[config.mk]
export PLATFORM = sky130hd
export DESIGN_NAME = hilo_mdu_flat
export DESIGN_NICKNAME = d
export VERILOG_FILES = /design/src/rtl/hilo_mdu_if.sv /design/src/rtl/hilo_mdu.sv /design/src/flat_wrapper.sv
export SDC_FILE = /design/constraint.sdc
export NUM_CORES = 2
export LEC_CHECK = 0
export BUFFER_PORTS_ARGS = -buffer_cell sky130_fd_sc_hd__buf_2
export CORE_MARGIN = 2
export CORE_UTILIZATION = 50
export DETAILED_ROUTE_END_ITERATION = 7
export HOLD_SLACK_MARGIN = 0.08
export MAX_ROUTING_LAYER = met4
export PLACE_DENSITY = 0.66
export SETUP_SLACK_MARGIN = 0.05
export SLEW_MARGIN = 10
export SYNTH_ARGS = -nofsm -noshare
export SYNTH_HDL_FRONTEND = slang
export SYNTH_SLANG_ARGS = --single-unit
export TNS_END_PERCENT = 100
[constraint.sdc]
create_clock -name clk -period 15.5 [get_ports clk]
set_input_delay 0.775 -clock clk [delete_from_list [all_inputs] [get_ports clk]]
set_output_delay 0.775 -clock clk [all_outputs]
set_load 0.01 [all_outputs]
[src/rtl/hilo_mdu_if.sv]
// rtl/hilo_mdu_if.sv - issue/result bundle between the execute stage and the HI/LO multiply-divide unit
// Signals:
//   start - issue strobe, samples op/srca/srcb
//   op    - 0 MULT, 1 MULTU, 2 DIV, 3 DIVU, 4 MTHI, 5 MTLO, 6/7 no effect
//   srca  - rs operand (multiplicand/dividend, MTHI/MTLO source)
//   srcb  - rt operand (multiplier/divisor)
//   flush - aborts any in-flight operation
//   busy  - registered stall request
//   hi/lo - architectural HI/LO registers
interface hilo_mdu_if;
    logic        start;
    logic [2:0]  op;
    logic [31:0] srca;
    logic [31:0] srcb;
    logic        flush;
    logic        busy;
    logic [31:0] hi;
    logic [31:0] lo;

    modport master (
        output start, op, srca, srcb, flush,
        input  busy, hi, lo
    );

    modport slave (
        input  start, op, srca, srcb, flush,
        output busy, hi, lo
    );
endinterface

[src/rtl/hilo_mdu.sv]
// rtl/hilo_mdu.sv - MIPS HI/LO multiply/divide unit with one-cycle multiply and 32-step restoring divider
// Ports:
//   clk - rising-edge clock
//   rst - synchronous active-high reset
//   bus - hilo_mdu_if slave: start/op/srca/srcb/flush in, busy/hi/lo out
module hilo_mdu (
    input  logic       clk,
    input  logic       rst,
    hilo_mdu_if.slave  bus
);
    typedef enum logic [1:0] {
        S_IDLE,
        S_MUL,
        S_DIV,
        S_FIX
    } state_t;

    state_t      state;
    logic        busy_q;
    logic [31:0] hi_q;
    logic [31:0] lo_q;

    logic [31:0] mul_a;
    logic [31:0] mul_b;
    logic        mul_signed;

    logic [32:0] rem;
    logic [31:0] quo;
    logic [31:0] divisor;
    logic [5:0]  cnt;
    logic        neg_quo;
    logic        neg_rem;

    logic        div_signed;
    logic [31:0] a_mag;
    logic [31:0] b_mag;
    logic        ext_a;
    logic        ext_b;
    logic [63:0] product;
    logic [33:0] rem_sh;
    logic [33:0] trial;
    logic        keep;

    // Magnitudes are taken as unsigned 32-bit values: negating 0x80000000
    // yields 0x80000000, which read unsigned is exactly 2^31.
    always_comb begin
        div_signed = (bus.op == 3'd2);
        a_mag      = (div_signed && bus.srca[31]) ? (32'd0 - bus.srca) : bus.srca;
        b_mag      = (div_signed && bus.srcb[31]) ? (32'd0 - bus.srcb) : bus.srcb;
    end

    // Low 64 bits of the product of the 64-bit extended operands equal the
    // signed or unsigned 32x32 product depending on the extension used.
    always_comb begin
        ext_a   = mul_signed & mul_a[31];
        ext_b   = mul_signed & mul_b[31];
        product = {{32{ext_a}}, mul_a} * {{32{ext_b}}, mul_b};
    end

    // One restoring step: shift {rem,quo} left, trial-subtract the divisor,
    // keep the difference when it did not go negative.
    always_comb begin
        rem_sh = {rem, quo[31]};
        trial  = rem_sh - {2'b00, divisor};
        keep   = ~trial[33];
    end

    always_ff @(posedge clk) begin
        if (rst) begin
            state      <= S_IDLE;
            busy_q     <= 1'b0;
            hi_q       <= 32'd0;
            lo_q       <= 32'd0;
            mul_a      <= 32'd0;
            mul_b      <= 32'd0;
            mul_signed <= 1'b0;
            rem        <= 33'd0;
            quo        <= 32'd0;
            divisor    <= 32'd0;
            cnt        <= 6'd0;
            neg_quo    <= 1'b0;
            neg_rem    <= 1'b0;
        end else begin
            case (state)
                S_IDLE: begin
                    if (bus.start && !bus.flush) begin
                        case (bus.op)
                            3'd0, 3'd1: begin
                                mul_a      <= bus.srca;
                                mul_b      <= bus.srcb;
                                mul_signed <= (bus.op == 3'd0);
                                state      <= S_MUL;
                                busy_q     <= 1'b1;
                            end
                            3'd2, 3'd3: begin
                                rem     <= 33'd0;
                                quo     <= a_mag;
                                divisor <= b_mag;
                                cnt     <= 6'd0;
                                neg_quo <= div_signed & (bus.srca[31] ^ bus.srcb[31]);
                                neg_rem <= div_signed & bus.srca[31];
                                state   <= S_DIV;
                                busy_q  <= 1'b1;
                            end
                            3'd4:    hi_q <= bus.srca;
                            3'd5:    lo_q <= bus.srca;
                            default: ;
                        endcase
                    end
                end
                S_MUL: begin
                    state  <= S_IDLE;
                    busy_q <= 1'b0;
                    if (!bus.flush) begin
                        {hi_q, lo_q} <= product;
                    end
                end
                S_DIV: begin
                    if (bus.flush) begin
                        state  <= S_IDLE;
                        busy_q <= 1'b0;
                    end else begin
                        rem <= keep ? trial[32:0] : rem_sh[32:0];
                        quo <= {quo[30:0], keep};
                        cnt <= cnt + 6'd1;
                        if (cnt == 6'd31) begin
                            state <= S_FIX;
                        end
                    end
                end
                S_FIX: begin
                    state  <= S_IDLE;
                    busy_q <= 1'b0;
                    if (!bus.flush) begin
                        lo_q <= neg_quo ? (32'd0 - quo) : quo;
                        hi_q <= neg_rem ? (32'd0 - rem[31:0]) : rem[31:0];
                    end
                end
                default: begin
                    state  <= S_IDLE;
                    busy_q <= 1'b0;
                end
            endcase
        end
    end

    assign bus.busy = busy_q;
    assign bus.hi   = hi_q;
    assign bus.lo   = lo_q;
endmodule

[src/flat_wrapper.sv]
// flat-port wrapper written by rule: the top's interface ports become plain ports
module hilo_mdu_flat 
  (clk, rst, bus_start, bus_op, bus_srca, bus_srcb, bus_flush, bus_busy, bus_hi, bus_lo);
  hilo_mdu_if bus_i ();
  input  logic clk;
  input  logic rst;
  input wire logic [$bits(bus_i.start)-1:0] bus_start;
  input wire logic [$bits(bus_i.op)-1:0] bus_op;
  input wire logic [$bits(bus_i.srca)-1:0] bus_srca;
  input wire logic [$bits(bus_i.srcb)-1:0] bus_srcb;
  input wire logic [$bits(bus_i.flush)-1:0] bus_flush;
  output wire logic [$bits(bus_i.busy)-1:0] bus_busy;
  output wire logic [$bits(bus_i.hi)-1:0] bus_hi;
  output wire logic [$bits(bus_i.lo)-1:0] bus_lo;
  assign bus_i.start = bus_start;
  assign bus_i.op = bus_op;
  assign bus_i.srca = bus_srca;
  assign bus_i.srcb = bus_srcb;
  assign bus_i.flush = bus_flush;
  assign bus_busy = bus_i.busy;
  assign bus_hi = bus_i.hi;
  assign bus_lo = bus_i.lo;
  hilo_mdu u_core (.clk(clk), .rst(rst), .bus(bus_i));
endmodule
==> metrics.yaml <==
status:
  status: "finished, violations left"
  violations: "design-rule violations"
route:
  drc_errors: 1
  ant_nets: 0
  drt-vias-per-instance: 5.64
  wire_per_inst_um: 20.7
  wl_um: 153000
  vias: 41876
  drtPass1Iterations: 8
  drt_iter0_drc: 3361
timing:
  fmax_mhz: 109
  setup_tns_ns: 0
  setup_slack_ns: 6.30
  whs_ns: 0.451
  hold_viol: 0
  rsz0062_at_grt: "no"
  fin_crit_ns: 9.20
  drv_slew: 0
  finClkSkew_ns: 0.0258
  setup_viol: 0
  slew_headroom: 0.217
  worst_pin_slew_ns: 1.17
  fin_crit_sh: 0.594
yosys:
  synthCells: 6138
  synth-async-reset-ratio: 0
  avgSynthCellArea_um2: 8.55
  yosysSeqAreaShare: 0.0904
  synth_ff_type: "dfxtp_1"
  syn_area_um2: 52500
  syn-num-nets: 7584
  synth_edf_count: 0
  yosys_warnings: 0
  ys_types: 96
  ys_seq_elements: 237
setup_path:
  crit_buf_inv: 7
  critPathSlowestCell: "fa_1"
  cp-end-kind: "flip-flop"
  crit_type: "flip-flop to flip-flop"
  crit_family: "adder cells"
  crit_path_start: "u_core.mul_signed$_SDFFE_PP0P_"
  timing.critical_path.arrival_ns: 9.69
  cpMostUsedCell: "fa_1"
  cp_data_required_time_ns: 15.99
  worst_setup_path_start_kind: "flip-flop"
  crit_fanout: 13
  crit_path_max_incr_delay_ns: 0.89
  worstReg2RegStart: "u_core.mul_signed$_SDFFE_PP0P_"
finish:
  final_cell_mix: "inv_1, fa_1, nand2_1, and2_1, nor2_1"
  fin_nets: 7466
  area_delta_synth_final_pct: 5.08
  layout_commonest_cell: "inv_1"
  drive_above_1_share: 0.0574
  final_area_um2: 55200
  stdcell_count: 7428
  fillers: 9779
floorplan:
  die_h_um: 328
  start_util: 0.506
  pin_count: 136
  placementRows: 118
  coreArea_um2: 104000
  die_width_um: 328
  die_area_um2: 108000
placement:
  gp_congestion: 0.964
  placed_area_um2: 54200
  hpwl_um: 122000
  port_buffers: 135
  dp.cells: 7368
  place_ws_ns: 6.37
clock_network:
  cts_tree: "built"
  clock-sinks: 237
  clk_latency_ns: 0.61
  hold_buffers: 0
  cts_root_buf: "clkbuf_16"
  path_clk_slew_ns: 0.07
  cts_htree_levels: 1
  numCtsBuffers: 30
  cts_buffer_depth: 3
  cts_resized: 0
  postCtsSetupBuffers: 0
job:
  drv_cap: 0
global_routing:
  overflow: 0
  grt_pass1_vias: 43324
  grt_pass1_wl_um: 247000
  grt_max_degree: 99
  antenna_found_initial: 6
  gr-usage-all-layers: 0.304
worst_hold_path:
  hp-class: "flip-flop to flip-flop"
  hold_path_startpoint: "u_core.bus.lo[22]$_SDFFE_PP0P_"
pwr:
  p_per_area_nw_per_um2: 30.9
  ir_drop_mv: 0.0834
  p_leak_nw: 25.9
## Yosys cell counts (5+ instances only)
library cell / instances / share of area
inv_1: 1191 / 0.085
fa_1: 1126 / 0.43
nand2_1: 1054 / 0.075
and2_1: 357 / 0.043
clkbuf_1: 343 / 0.025
nor2_1: 261 / 0.019
ha_1: 249 / 0.059
dfxtp_1: 237 / 0.090
a21oi_1: 230 / 0.022
o21ai_0: 125 / 0.012
xnor2_1: 115 / 0.019
a211oi_1: 100 / 0.014
xor2_1: 84 / 0.014
nor3_1: 68 / 0.0065
o211ai_1: 48 / 0.0069
a21o_1: 47 / 0.0067
o31ai_1: 40 / 0.0057
and3_1: 35 / 0.0042
nand4_1: 35 / 0.0042
nand3_1: 28 / 0.0027
a31oi_1: 23 / 0.0027
nor4_1: 22 / 0.0026
nand2b_1: 21 / 0.0025
or3_1: 20 / 0.0024
o41ai_1: 16 / 0.0027
or4_1: 15 / 0.0021
a222oi_1: 14 / 0.0027
or2_2: 14 / 0.0017
buf_1: 13 / 0.00093
nor2b_1: 13 / 0.0015
a311oi_1: 12 / 0.0020
mux2i_1: 12 / 0.0023
o21a_1: 12 / 0.0017
a221oi_1: 11 / 0.0018
o21bai_1: 11 / 0.0016
buf_2: 9 / 0.00086
a211o_1: 7 / 0.0012
a221o_1: 6 / 0.0011
a311o_1: 5 / 0.00095
a31o_2: 5 / 0.00083
and4_1: 5 / 0.00083
nand3b_1: 5 / 0.00072
o22ai_1: 5 / 0.00060
## state kept, by name, summed over array words and instances, names as in the netlist
name               count
u_core.mul_b          32
u_core.cnt             6
u_core.bus.busy        1
u_core.rem            33
u_core.bus.hi         32
u_core.mul_a          32
u_core.divisor        32
u_core.mul_signed      1
u_core.state           2
u_core.neg_rem         1
u_core.bus.lo         32
u_core.quo            32
u_core.neg_quo         1
## area by class of cell
type / instances / area (um^2) / share of cell area
Multi-Input combinational cell: 4338 / 41900 / 0.759
Sequential cell: 237 / 4760 / 0.0863
Inverter: 1191 / 4470 / 0.0810
Tap cell: 1380 / 1730 / 0.0313
Timing Repair Buffer: 222 / 1340 / 0.0242
Clock buffer: 41 / 873 / 0.0158
Clock inverter: 14 / 98.8 / 0.00179
Antenna cell: 5 / 12.5 / 0.000227
## path summary, 6_finish.rpt
path                                                  endpoint  slack (ns)  cells after the start
worst max-delay path            u_core.bus.hi[25]$_SDFFE_PP0P_        6.30                     26
worst max register to register  u_core.bus.hi[25]$_SDFFE_PP0P_        6.30                     26
worst min register to register  u_core.bus.lo[22]$_SDFFE_PP0P_        0.45                      2
worst min-delay path            u_core.bus.lo[22]$_SDFFE_PP0P_        0.45                      2
## power breakdown
group	internal, mW	switching [mW]
sequential	0.624	0.0181
clock	0.396	0.317
combinational	0.108	0.240
total	1.13	0.575
## worst reg2reg max path, delay by kind of cell (launching register included)
kind | cells | cell delay, ns
fa+ha+maj | 9 | 4.75
compound gates | 6 | 1.59
simple gates | 4 | 1.31
buf+inv | 7 | 1.12
flops | 1 | 0.33
## stage by stage
stage               utilization  total power, mW
floorplan                     -            0.875
detailed placement        0.522            0.995
global placement          0.522            0.991
CTS                       0.531             1.70
finish                    0.532             1.70
global route              0.531             1.76
## per-layer routing
layer	wire, um	GRT usage
met1	62400	0.400
met2	74300	0.493
met3	10500	0.0297
met4	6290	0.103
met5	0	-
## kinds of logic (layout without fill, tap and decap cells)
group,Yosys count,after routing,synth area share
AOI/OAI and AO/OA,774,774,0.0991
xor gates and xnor gates,199,199,0.0332
adders and majority gates,1375,1375,0.489
buffers and inverters,1563,1468,0.113
DFF,237,237,0.0904
muxes,14,14,0.00272
other,0,5,0
and+or+nand+nor,1976,1976,0.173
Power figures use the tool's default switching activity.
